## src/rtl/store_data_align.sv

```systemverilog
// Store data alignment: turns a core store request (funct3, byte address,
// LSB-justified rs2 data) into one or two lane-aligned word writes.
// Stores that straddle a word boundary are issued as two back-to-back
// beats with no bubble between them.
//
// state | meaning
// ------+---------------------------------------------------------------
// IDLE  | ready for a request; mem_valid low
// BEAT0 | first (or only) word write presented, waiting for mem_ready
// BEAT1 | second word of a split store presented, waiting for mem_ready

module store_data_align #(
   parameter int WIDTH  = 32,
   parameter int ADDR_W = 32
) (
   input  logic              clk,
   input  logic              rst_n,
   input  logic              req_valid,
   output logic              req_ready,
   input  logic [2:0]        req_funct3,
   input  logic [ADDR_W-1:0] req_addr,
   input  logic [WIDTH-1:0]  req_data,
   output logic              mem_valid,
   input  logic              mem_ready,
   output logic [ADDR_W-1:0] mem_addr,
   output logic [WIDTH-1:0]  mem_wdata,
   output logic [3:0]        mem_be,
   output logic              busy,
   output logic              err_illegal
);

   typedef enum logic [1:0] {
      IDLE  = 2'd0,
      BEAT0 = 2'd1,
      BEAT1 = 2'd2
   } state_t;

   state_t              state_q, state_d;
   logic                mem_valid_q, mem_valid_d;
   logic [ADDR_W-1:0]   mem_addr_q, mem_addr_d;
   logic [WIDTH-1:0]    mem_wdata_q, mem_wdata_d;
   logic [3:0]          mem_be_q, mem_be_d;
   logic                err_q, err_d;
   logic [ADDR_W-1:0]   addr1_q, addr1_d;
   logic [WIDTH-1:0]    wdata1_q, wdata1_d;
   logic [3:0]          be1_q, be1_d;

   logic                legal;
   logic [3:0]          mask;
   logic [WIDTH-1:0]    data_masked;
   logic [1:0]          off;
   logic [ADDR_W-1:0]   base;
   logic [7:0]          be_wide;
   logic [2*WIDTH-1:0]  data_wide;

   // Request decode: size mask, zero-extended data and the shifted
   // 8-lane enable / 64-bit data window spanning two words.
   always_comb begin
      legal       = 1'b1;
      mask        = 4'b0000;
      data_masked = '0;
      unique case (req_funct3)
         3'b000: begin
            mask        = 4'b0001;
            data_masked = {{(WIDTH-8){1'b0}}, req_data[7:0]};
         end
         3'b001: begin
            mask        = 4'b0011;
            data_masked = {{(WIDTH-16){1'b0}}, req_data[15:0]};
         end
         3'b010: begin
            mask        = 4'b1111;
            data_masked = req_data;
         end
         default: legal = 1'b0;
      endcase
      off       = req_addr[1:0];
      base      = {req_addr[ADDR_W-1:2], 2'b00};
      be_wide   = {4'b0000, mask} << off;
      data_wide = {{WIDTH{1'b0}}, data_masked} << {off, 3'b000};
   end

   // Next-state and registered output logic.
   always_comb begin
      state_d     = state_q;
      mem_valid_d = mem_valid_q;
      mem_addr_d  = mem_addr_q;
      mem_wdata_d = mem_wdata_q;
      mem_be_d    = mem_be_q;
      err_d       = 1'b0;
      addr1_d     = addr1_q;
      wdata1_d    = wdata1_q;
      be1_d       = be1_q;
      unique case (state_q)
         IDLE: begin
            if (req_valid) begin
               if (legal) begin
                  state_d     = BEAT0;
                  mem_valid_d = 1'b1;
                  mem_addr_d  = base;
                  mem_wdata_d = data_wide[WIDTH-1:0];
                  mem_be_d    = be_wide[3:0];
                  addr1_d     = base + ADDR_W'(4);
                  wdata1_d    = data_wide[2*WIDTH-1:WIDTH];
                  be1_d       = be_wide[7:4];
               end else begin
                  err_d = 1'b1;
               end
            end
         end
         BEAT0: begin
            if (mem_ready) begin
               if (be1_q != 4'b0000) begin
                  state_d     = BEAT1;
                  mem_addr_d  = addr1_q;
                  mem_wdata_d = wdata1_q;
                  mem_be_d    = be1_q;
               end else begin
                  state_d     = IDLE;
                  mem_valid_d = 1'b0;
               end
            end
         end
         BEAT1: begin
            if (mem_ready) begin
               state_d     = IDLE;
               mem_valid_d = 1'b0;
            end
         end
         default: begin
            state_d     = IDLE;
            mem_valid_d = 1'b0;
         end
      endcase
   end

   // State and output registers; reset drops any pending beat.
   always_ff @(posedge clk) begin
      if (!rst_n) begin
         state_q     <= IDLE;
         mem_valid_q <= 1'b0;
         mem_addr_q  <= '0;
         mem_wdata_q <= '0;
         mem_be_q    <= 4'b0000;
         err_q       <= 1'b0;
         addr1_q     <= '0;
         wdata1_q    <= '0;
         be1_q       <= 4'b0000;
      end else begin
         state_q     <= state_d;
         mem_valid_q <= mem_valid_d;
         mem_addr_q  <= mem_addr_d;
         mem_wdata_q <= mem_wdata_d;
         mem_be_q    <= mem_be_d;
         err_q       <= err_d;
         addr1_q     <= addr1_d;
         wdata1_q    <= wdata1_d;
         be1_q       <= be1_d;
      end
   end

   assign req_ready   = (state_q == IDLE);
   assign busy        = (state_q != IDLE);
   assign mem_valid   = mem_valid_q;
   assign mem_addr    = mem_addr_q;
   assign mem_wdata   = mem_wdata_q;
   assign mem_be      = mem_be_q;
   assign err_illegal = err_q;

endmodule

```

## config.mk

```make
export PLATFORM = sky130hd
export DESIGN_NAME = store_data_align
export DESIGN_NICKNAME = d
export VERILOG_FILES = /design/src/rtl/store_data_align.sv
export SDC_FILE = /design/constraint.sdc
export NUM_CORES = 1
export LEC_CHECK = 0
export ABC_AREA = 1
export BUFFER_PORTS_ARGS = -buffer_cell sky130_fd_sc_hd__buf_4
export CAP_MARGIN = 20
export CORE_MARGIN = 2
export CORE_UTILIZATION = 30
export CTS_CLUSTER_DIAMETER = 100
export DETAILED_ROUTE_END_ITERATION = 8
export GPL_ROUTABILITY_DRIVEN = 1
export SYNTH_ARGS = -nofsm -noshare
export SYNTH_HDL_FRONTEND = slang
export SYNTH_SLANG_ARGS = --single-unit
```

## constraint.sdc

```tcl
create_clock -name clk -period 5.21 [get_ports clk]
set_clock_uncertainty 0.2 [all_clocks]
set_input_delay 1.042 -clock clk [delete_from_list [all_inputs] [get_ports clk]]
set_output_delay 1.042 -clock clk [all_outputs]
set_load 0.02 [all_outputs]
```

==> flow_metrics.env <==
export IMPL_clockPowerShare_pct=40.2
export IMPL_ys_ff_latch=127
export IMPL_cpPeakStageDelay_ns=0.56
export IMPL_layout_nets=1279
export IMPL_cts_max_level=4
export IMPL_clkLatencyLatePin_ns=0.42
export IMPL_fp_dieW_um=155
export IMPL_yosysWarnings=0
export IMPL_num_antenna_cells=0
export IMPL_cellPowerDensity_nw_per_um2=329
export IMPL_critPathRequiredTime_ns=5.29
export IMPL_crit_path_end_kind="flip-flop"
export IMPL_maxCapViolations=0
export IMPL_critPathKind="input pin to flip-flop"
export IMPL_cp_depth=10
export IMPL_syn_area_um2=6810
export IMPL_dpl_worst_slack_ns=1.77
export IMPL_core_area_um2=22400
export IMPL_wl_per_cell_um=15.5
export IMPL_ys_seq_area_share_pct=37.3
export IMPL_endpoint="mem_wdata[19]"
export IMPL_synth_edff_count=0
export IMPL_cts_buffers=17
export IMPL_sw_frac_of_total_pct=31.9
export IMPL_crit_path_start="req_funct3[1]"
export IMPL_drc=0
export IMPL_setup_tns_ns=0
export IMPL_synth_area_leader_cell="dfxtp_1"
export IMPL_grt_max_degree=73
export IMPL_ys_top_cells_by_count="317 x nand2_1, 167 x nor2_1, 127 x dfxtp_1"
export IMPL_path_cells="buf_4 -> nand2_2 -> nand2_4 -> nand2_1 -> nand2_2 -> nor2_4 -> buf_4 -> nand2_1 -> nand2_1 -> a21oi_1"
export IMPL_clk_path_buf_depth=2
export IMPL_totalWireLength_um=23300
export IMPL_area_growth_pct=25.1
export IMPL_slew_limit_headroom_pct=39.8
export IMPL_max_freq_ghz=0.328
export IMPL_tightest_slew_ns=0.903
export IMPL_fin_crit_ns=3.05
export IMPL_cp_max_fo=44
export IMPL_postCtsHoldBufs=0
export IMPL_cts_clk_slew_worst_paths_ns=0.06
export IMPL_fin_crit_sh_pct=58.6
export IMPL_root_buffer="clkbuf_16"
export IMPL_antenna_left=0
export IMPL_combPwrFrac_pct=20.8
export IMPL_synth_cells=1102
export IMPL_layout_setup_ws_ns=2.16
export IMPL_finalPower_mw=2.81
export IMPL_first_pass_iters=5
export IMPL_die_h_um=155
export IMPL_rows=55
export IMPL_yosysMostFrequentCell="nand2_1"
export IMPL_dp_hpwl_um=16000
export IMPL_rr_startpoint="state_q[0]"
export IMPL_synth_avg_cell_area_um2=6.18
export IMPL_setup_viol=0
export IMPL_reg2reg_to="mem_wdata[26]"
export IMPL_drive_gt1_share_pct=16.0
export IMPL_cp_top_family="simple AND/OR/NAND/NOR gates"
export IMPL_via_per_inst=4.96
export IMPL_worst_setup_path_start_kind="input pin"
export IMPL_leakagePower_nw=3.77
export IMPL_vias=7457
export IMPL_reg2reg_slack_ns=2.17
export IMPL_async_flop_share_pct=0
export IMPL_final_max_slew_viol_count=0
export IMPL_p_int_mw=1.91
export IMPL_track_usage_pct=19.1
export IMPL_cts_resized=0
export IMPL_grt_pass1_vias=6842
export IMPL_cts_tree="done"
export IMPL_cts_setup_buffers=0
export IMPL_p_switching_mw=0.894
export IMPL_grt_ovfl_total=0
export IMPL_placed_cell_area_um2=7970
export IMPL_synth_cell_type_count=30
export IMPL_cts_sinks=127
export IMPL_worst_path_max_delay_cell="buf_4"
export IMPL_drt_iter0_markers=572
export IMPL_die_area_um2=23900
export IMPL_cp_arrival_ns=3.13
export IMPL_ys_flop_type="dfxtp_1"
export IMPL_synth_area_top_cells="dfxtp_1 37%, nand2_1 17%, nor2_1 9.2%"
export IMPL_hold_path_class="flip-flop to flip-flop"
export IMPL_power_frac_seq_pct=39.0
export IMPL_critPathBufInv=2
export IMPL_ios=143
export IMPL_yosysTopAreaCellShare_pct=37.3
export IMPL_status="complete, no violations"
export IMPL_utilization_pct=38.0
export IMPL_stdcell_area_um2=8520
export IMPL_routabilityCongestion=0.904
export IMPL_irDropWorstVdd_v=0.000235
export IMPL_crit_path_frequent_cell="nand2_1"
export IMPL_port_buffer_count=140
export IMPL_start_util_pct=30.4
export IMPL_grt_pass1_wl_um=36200
export IMPL_rr_worst_depth=9
export IMPL_antenna_found_initial=0
export IMPL_hold_viol_final=0
export IMPL_rsz0062_at_grt="false"
-- metal layers --
layer  vias to the layer above  GRT usage, %  wire, µm
li1                       3740             -         -
met1                      3431          25.3     10500
met2                       256          31.9     11000
met3                        30          3.89      1390
met4                         0          5.03       335
met5                         -             0         0
-- registers in the layout, indices dropped and copies added (netlist names) --
register,count
mem_wdata,32
addr1_q,30
mem_addr,30
wdata1_q,24
mem_be,4
be1_q,3
state_q,2
err_illegal,1
mem_valid,1
-- power groups by stage --
stage               Sequential [mW]  Clock, mW  Combinational [mW]
floorplan                      1.18          0               0.283
global placement               1.12          0               0.579
detailed placement             1.12          0               0.584
CTS                            1.10       1.15               0.588
global route                   1.10       1.19               0.642
finish                         1.09       1.13               0.584
-- worst min-delay path: stages, from the launching register on --
cell and delay, ns:
dfxtp_1 0.29, inv_1 0.06, a21oi_1 0.06
-- cell usage in the layout (no fill, tap or decap), drive strengths merged --
cell / Yosys / final
nand2: 321 / 321
nor2: 174 / 174
buf: 26 / 145
dfxtp: 127 / 127
o21ai: 107 / 107
nand3: 103 / 103
a21oi: 93 / 93
inv: 85 / 87
clkbuf: 34 / 18
nand4: 9 / 9
clkinv: 2 / 9
o21bai: 7 / 7
xnor2: 5 / 5
xor2: 3 / 3
clkinvlp: 0 / 3
nor3: 2 / 2
conb: 1 / 2
or2: 2 / 2
ha: 1 / 1
bufinv: 0 / 1
-- cell families (layout without fill, tap and decap cells) --
kind of cell / Yosys count / after routing / share of synthesized area, %
xor+xnor: 8 / 8 / 1.03
compound gates: 207 / 207 / 15.5
flops: 127 / 127 / 37.3
fa+ha+maj: 1 / 1 / 0.184
simple gates: 611 / 611 / 36.9
buf+inv: 147 / 263 / 9.02
other cells: 1 / 2 / 0.0551
-- per-stage QoR --
step                      instances  hold WS [ns]
after floorplan                1103         0.225
after global placement         1473         0.241
after detailed placement       1473         0.246
after CTS                      1504         0.260
after global routing           1504         0.275
final                          1504         0.263
-- cell type report --
class / count / area [µm²]
Tap cell: 285 / 357
Clock buffer: 18 / 429
Multi-Input combinational cell: 829 / 3660
Clock inverter: 13 / 116
Fill cell: 2504 / 13900
Timing Repair Buffer: 145 / 1090
Inverter: 87 / 327
Sequential cell: 127 / 2540
-- worst min path at each step --
| stage | from | end | slack, ns | depth (start not counted) |
|---|---|---|---|---|
| after floorplan | addr1_q[3] | addr1_q[3] | 0.22 | 2 |
| after global placement | addr1_q[3] | addr1_q[3] | 0.24 | 2 |
| after detailed placement | addr1_q[3] | addr1_q[3] | 0.25 | 2 |
| after CTS | addr1_q[3] | addr1_q[3] | 0.26 | 2 |
| after global routing | wdata1_q[8] | wdata1_q[8] | 0.28 | 2 |
| final | addr1_q[3] | addr1_q[3] | 0.26 | 2 |
(Power assumes the default switching activity.)
